[config.mk]
export PLATFORM = sky130hd
export DESIGN_NAME = vga_timing
export DESIGN_NICKNAME = d
export VERILOG_FILES = /design/src/rtl/vga_pkg.sv /design/src/rtl/vga_timing_sync_delay.sv /design/src/rtl/vga_timing.sv
export SDC_FILE = /design/constraint.sdc
export NUM_CORES = 1
export LEC_CHECK = 0
export CAP_MARGIN = 20
export CORE_MARGIN = 2
export CORE_UTILIZATION = 46
export DETAILED_ROUTE_END_ITERATION = 10
export HOLD_SLACK_MARGIN = 0.02
export MAX_ROUTING_LAYER = met4
export PLACE_DENSITY = 0.77
export SETUP_SLACK_MARGIN = 0.3
export SLEW_MARGIN = 40
export SYNTH_ARGS = -nofsm -noshare
export SYNTH_HDL_FRONTEND = slang
export SYNTH_HIERARCHICAL = 1
export SYNTH_SLANG_ARGS = --single-unit
[constraint.sdc]
create_clock -name clk -period 1.7 [get_ports clk]
set_input_delay 0.17 -clock clk [delete_from_list [all_inputs] [get_ports clk]]
set_output_delay 0.17 -clock clk [all_outputs]
set_load 0.02 [all_outputs]
[src/rtl/vga_pkg.sv]
// Shared 640x480@60 timing constants and the sync strobe bundle for the VGA raster path.
package vga_pkg;

    localparam int unsigned H_ACTIVE = 640;
    localparam int unsigned H_FP     = 16;
    localparam int unsigned H_SYNC   = 96;
    localparam int unsigned H_BP     = 48;
    localparam int unsigned V_ACTIVE = 480;
    localparam int unsigned V_FP     = 10;
    localparam int unsigned V_SYNC   = 2;
    localparam int unsigned V_BP     = 33;

    localparam int unsigned H_TOTAL  = H_ACTIVE + H_FP + H_SYNC + H_BP;
    localparam int unsigned V_TOTAL  = V_ACTIVE + V_FP + V_SYNC + V_BP;

    localparam int unsigned H_SYNC_START = H_ACTIVE + H_FP;
    localparam int unsigned H_SYNC_END   = H_SYNC_START + H_SYNC;
    localparam int unsigned V_SYNC_START = V_ACTIVE + V_FP;
    localparam int unsigned V_SYNC_END   = V_SYNC_START + V_SYNC;

    localparam int unsigned CNT_W = 10;
    localparam int unsigned X_W   = 10;
    localparam int unsigned Y_W   = 9;

    typedef struct packed {
        logic hsync_n;
        logic vsync_n;
        logic blank_n;
    } sync_t;

    // Idle strobe levels: syncs deasserted, picture blanked.
    localparam sync_t SYNC_RST = '{hsync_n: 1'b1, vsync_n: 1'b1, blank_n: 1'b0};

endpackage

[src/rtl/vga_timing_sync_delay.sv]
// N-stage register chain that aligns hsync_n/vsync_n/blank_n with the renderer colour register.
module sync_delay
    import vga_pkg::*;
#(
    parameter int unsigned N = 1
) (
    input  logic       clk,
    input  logic       rst_n,
    input  logic [2:0] d_i,
    output logic [2:0] q_o
);

    if (N == 0) begin : g_pass
        assign q_o = d_i;
    end else begin : g_chain
        logic [2:0] stage_q [N];

        // Shift every clk so the delay is measured in clk, not pixels.
        always_ff @(posedge clk or negedge rst_n) begin
            if (!rst_n) begin
                for (int i = 0; i < int'(N); i++) begin
                    stage_q[i] <= SYNC_RST;
                end
            end else begin
                stage_q[0] <= d_i;
                for (int i = 1; i < int'(N); i++) begin
                    stage_q[i] <= stage_q[i-1];
                end
            end
        end

        assign q_o = stage_q[N-1];
    end

endmodule

[src/rtl/vga_timing.sv]
// Free-running VGA raster generator: pixel divider, h/v counters, delayed sync/blank and a frame pulse.
module vga_timing
    import vga_pkg::*;
#(
    parameter int unsigned CLK_DIV    = 2,
    parameter int unsigned H_ACTIVE   = vga_pkg::H_ACTIVE,
    parameter int unsigned H_FP       = vga_pkg::H_FP,
    parameter int unsigned H_SYNC     = vga_pkg::H_SYNC,
    parameter int unsigned H_BP       = vga_pkg::H_BP,
    parameter int unsigned V_ACTIVE   = vga_pkg::V_ACTIVE,
    parameter int unsigned V_FP       = vga_pkg::V_FP,
    parameter int unsigned V_SYNC     = vga_pkg::V_SYNC,
    parameter int unsigned V_BP       = vga_pkg::V_BP,
    parameter int unsigned PIPE_DELAY = 1
) (
    input  logic       clk,
    input  logic       rst,
    output logic       pix_tick,
    output logic [9:0] x,
    output logic [8:0] y,
    output logic       hsync_n,
    output logic       vsync_n,
    output logic       blank_n,
    output logic       frame_start
);

    localparam int unsigned DIV_W    = (CLK_DIV > 1) ? $clog2(CLK_DIV) : 1;
    localparam int unsigned H_TOT    = H_ACTIVE + H_FP + H_SYNC + H_BP;
    localparam int unsigned V_TOT    = V_ACTIVE + V_FP + V_SYNC + V_BP;
    localparam int unsigned HS_START = H_ACTIVE + H_FP;
    localparam int unsigned HS_END   = HS_START + H_SYNC;
    localparam int unsigned VS_START = V_ACTIVE + V_FP;
    localparam int unsigned VS_END   = VS_START + V_SYNC;

    logic [DIV_W-1:0] div_q, div_d;
    logic [CNT_W-1:0] hcnt_q, hcnt_d;
    logic [CNT_W-1:0] vcnt_q, vcnt_d;
    logic             frame_start_q, frame_start_d;

    logic  div_last_c;
    logic  tick_c;
    logic  h_wrap_c;
    logic  v_wrap_c;
    logic  active_c;
    sync_t raw_c;
    sync_t dly_c;

    // Gating with rst keeps pix_tick low in reset even when CLK_DIV=1 pins the divider.
    assign div_last_c = (div_q == DIV_W'(CLK_DIV - 1));
    assign tick_c     = rst && div_last_c;
    assign h_wrap_c   = (hcnt_q == CNT_W'(H_TOT - 1));
    assign v_wrap_c   = (vcnt_q == CNT_W'(V_TOT - 1));
    assign active_c   = (hcnt_q < CNT_W'(H_ACTIVE)) && (vcnt_q < CNT_W'(V_ACTIVE));

    always_comb begin
        div_d         = div_q;
        hcnt_d        = hcnt_q;
        vcnt_d        = vcnt_q;
        frame_start_d = 1'b0;

        if (div_last_c) begin
            div_d = '0;
        end else begin
            div_d = div_q + DIV_W'(1);
        end

        if (tick_c) begin
            if (h_wrap_c) begin
                hcnt_d        = '0;
                vcnt_d        = v_wrap_c ? '0 : vcnt_q + CNT_W'(1);
                frame_start_d = (vcnt_q == CNT_W'(V_ACTIVE - 1));
            end else begin
                hcnt_d = hcnt_q + CNT_W'(1);
            end
        end
    end

    always_ff @(posedge clk or negedge rst) begin
        if (!rst) begin
            div_q         <= '0;
            hcnt_q        <= '0;
            vcnt_q        <= '0;
            frame_start_q <= 1'b0;
        end else begin
            div_q         <= div_d;
            hcnt_q        <= hcnt_d;
            vcnt_q        <= vcnt_d;
            frame_start_q <= frame_start_d;
        end
    end

    // Raw strobes straight from the counters; blank is forced during reset for the zero-delay build.
    always_comb begin
        raw_c         = SYNC_RST;
        raw_c.hsync_n = !((hcnt_q >= CNT_W'(HS_START)) && (hcnt_q < CNT_W'(HS_END)));
        raw_c.vsync_n = !((vcnt_q >= CNT_W'(VS_START)) && (vcnt_q < CNT_W'(VS_END)));
        raw_c.blank_n = active_c && rst;
    end

    sync_delay #(
        .N (PIPE_DELAY)
    ) u_sync_delay (
        .clk   (clk),
        .rst_n (rst),
        .d_i   (raw_c),
        .q_o   (dly_c)
    );

    assign pix_tick    = tick_c;
    assign x           = active_c ? X_W'(hcnt_q) : '0;
    assign y           = active_c ? Y_W'(vcnt_q) : '0;
    assign hsync_n     = dly_c.hsync_n;
    assign vsync_n     = dly_c.vsync_n;
    assign blank_n     = dly_c.blank_n;
    assign frame_start = frame_start_q;

endmodule
==> results.md <==
- Total track usage: 0.202
- Via count: 1262
- Grt met3 use: 0.0240
- Top post-synthesis cells by count: dfrtp_1 (23), and2_1 (17), nand3_1 (8), nor3_1 (8), xnor2_1 (8)
- Synth Area per Inst: 9.76 µm²
- Final WS setup: -0.263 ns
- Syn nets: 151
- Nets: 207
- Die ar.: 3540 µm²
- DR pass1 iterations: 6
- Place WS: -0.295 ns
- Setup violators final: 33
- EDFF count, synth: 0
- Non-filler cells, final: 233
- CTS tree: yes
- RSZ-0062 raised after global routing: true
- Startpoint Class: register
- Mapped Area: 1420 µm²
- Worst EP arrival: 2.20 ns
- TritonCTS Buffers: 3
- Synth Register Bits: 25
- DRC Markers: 0
- Sw frac: 0.345
- ANT cells: 0
- CTS Hold Bufs: 0
- Clock transition at path regs: 0.16 ns
- Predominant post-synthesis flop cell: dfrtp_1
- Top cells by area, synth: dfrtp_1 (41%), and2_1 (7.5%), xnor2_1 (5.0%)
- Psw: 0.556 mW
- Met1 Usage GRT: 0.249
- Worst rel slew slack: 0.770
- Peak supply drop: 0.749 mV
- Initial antenna violation count: 0
- Seq pwr share: 0.439
- Grt total ovfl: 0
- Gr busiest metal: met2
- Failing checks: setup timing
- Row Count: 20
- Synth top area share: 0.407
- Internal power: 1.06 mW
- Worst flop-to-flop path endpoint: frame_start$_DFF_PN0_
- Layout cell share with drive strength beyond 1: 0.485
- Clock Latency Late Sink: 0.32 ns
- Yosys warning total: 6
- Leakage power: 0.970 nW
- First-pass GRT wire length: 5370 µm
- Post-synthesis sequential area ratio: 0.444
- Syn Inst Count: 145
- Fin crit share: 1.15
- Fin. max-slew vios: 0
- Iter 0 DRT Violations: 23
- Yosys cell types: 38
- Minimum clock period: 1.96 ns
- Hold Slack: 0.160 ns
- Logic pwr share: 0.387
- CP Capture Type: register
- Count leader, synth: dfrtp_1
- Worst R2R Setup Slack: -0.26 ns
- Clock Tree Buf Depth: 2
- Die height: 59.5 µm
- Die width: 59.5 µm
- Max-cap violation count: 0
- Clock power frac: 0.174
- Worst hold path type: input pin to asynchronous set/reset pin
- Effective utilization at floorplan: 0.475
- Slew at the pin with the worst max-slew slack: 0.342 ns
- Detailed placer's ending HPWL: 2360 µm
- Port Buf Inserts: 25
- Final Skew: 0.0133 ns
- Syn-to-layout area delta: 48.7%
- Reg-to-reg startpoint: hcnt_q[7]$_DFFE_PN0P_
- Detail Route Antenna Nets: 0
- Fin. Hold Viols: 0
- Largest net degree at the start of global routing: 26
- Critical path's largest stage delay: 0.53 ns
- Core box area: 2980 µm²
- Final wirelength: 3320 µm
- Routed WL per cell: 14.2 µm
- Clock sink count: 25
- CP max-delay cell: or4b_4
- Placer congestion estimate: 0.854
- Root Buffer: clkbuf_4
- Setup TNS Final: -4.84 ns
- PwrDens: 767 nW/µm²
- Crit-path cells: buf_6, or4b_4, nor4_4, buf_4, nand4_1, nor3_2
- Largest area contributor in the netlist: dfrtp_1
- Worst Setup SP: hcnt_q[7]$_DFFE_PN0P_
- Status: finished, violations left
- Synth async-reset ratio: 1.00
- Met2 GRT Util: 0.344
- # IOs: 26
- CP required: 1.94 ns
- Vias in the first global route: 1226
- Critical Path Fanout Max: 4
- R2R cell count: 6
- Placed cell count: 223
- Setup crit end: frame_start$_DFF_PN0_
- Routed vias/inst: 5.42
- Max frequency: 510 MHz
- Crit Path Class: register to register
- H-tree depth: 1
## registers in the layout (all words and copies together) (netlist names)
signal	flops
div_last_c	1
frame_start	1
hcnt_q	10
u_sync_delay/q_o	3
vcnt_q	10
## critical path, delay by kind of cell, from the launching register on
kind                   cells  cell delay [ns]
AND/OR/NAND/NOR            4             1.09
buffers and inverters      2             0.35
flip-flops                 1             0.44
## power groups by stage
stage	clock, mW	combinational (mW)	sequential, mW
4_1_cts	0.288	0.548	0.707
3_5_place_dp	0	0.563	0.718
6_report	0.281	0.625	0.708
5_1_grt	0.307	0.676	0.720
2_1_floorplan	0	0.302	0.729
3_3_place_gp	0	0.551	0.714
## layer usage
metal  up-vias  part of all wire
met1       613              0.44
li1        617                 -
met2        26              0.51
met4         0             0.019
met3         6             0.029
met5         -                 0
## logic make-up (layout without fill, tap and decap cells)
logic type      Yosys count  after routing  share of synthesized area
compound gates           15             15                     0.0637
mux                       2              2                     0.0150
fa+ha+maj                 4              4                     0.0354
buf+inv                  15             70                     0.0566
flops                    25             25                      0.444
xor+xnor                 11             11                     0.0681
simple gates             73             73                      0.317
## cell usage in the layout (no fill, tap or decap), types with 3 or more instances in the layout
cell type / synthesis / layout
buf_4: 0 / 28
dfrtp_1: 23 / 22
clkdlybuf4s15_2: 0 / 13
inv_1: 7 / 7
nand4_1: 7 / 7
and2_1: 17 / 7
xnor2_1: 8 / 7
buf_6: 3 / 7
and2_4: 0 / 6
nor3_1: 8 / 5
and3_1: 5 / 5
nand2_1: 7 / 5
o21ai_1: 0 / 4
and2_2: 0 / 4
nor3_2: 1 / 4
nor2_1: 6 / 4
nand3_1: 8 / 4
buf_2: 1 / 4
nand3_2: 0 / 3
xor2_1: 3 / 3
ha_1: 4 / 3
clkbuf_4: 0 / 3
## repair_timing
item | in CTS | in global routing
pin swaps | 9 | 11
setup buffers | 4 | 2
gates resized for setup | 84 | 19
setup endpoints to repair | 44 | 42
## metrics by stage
step	cell area, µm²	util	power, mW
after floorplan	1490	-	1.03
after global placement	1920	0.645	1.26
after detailed placement	1920	0.645	1.28
after CTS	2020	0.680	1.54
after global routing	2100	0.707	1.70
final	2100	0.707	1.61
## final cells by class
cell class	instances	area, µm²
Multi-Input combinational cell	105	850
Timing Repair Buffer	59	528
Fill cell	211	873
Tap cell	33	41.3
Clock buffer	3	22.5
Inverter	7	26.3
Sequential cell	25	629
Clock inverter	1	7.51
## how the worst min path moves through the flow
| stage | end | slack, ns |
|---|---|---|
| after floorplan | div_last_c$_DFF_PN0_ | -0.13 |
| after global placement | div_last_c$_DFF_PN0_ | 0.45 |
| after detailed placement | div_last_c$_DFF_PN0_ | 0.46 |
| after CTS | div_last_c$_DFF_PN0_ | 0.13 |
| after global routing | div_last_c$_DFF_PN0_ | 0.15 |
| final | div_last_c$_DFF_PN0_ | 0.16 |
(Power assumes the default switching activity.)
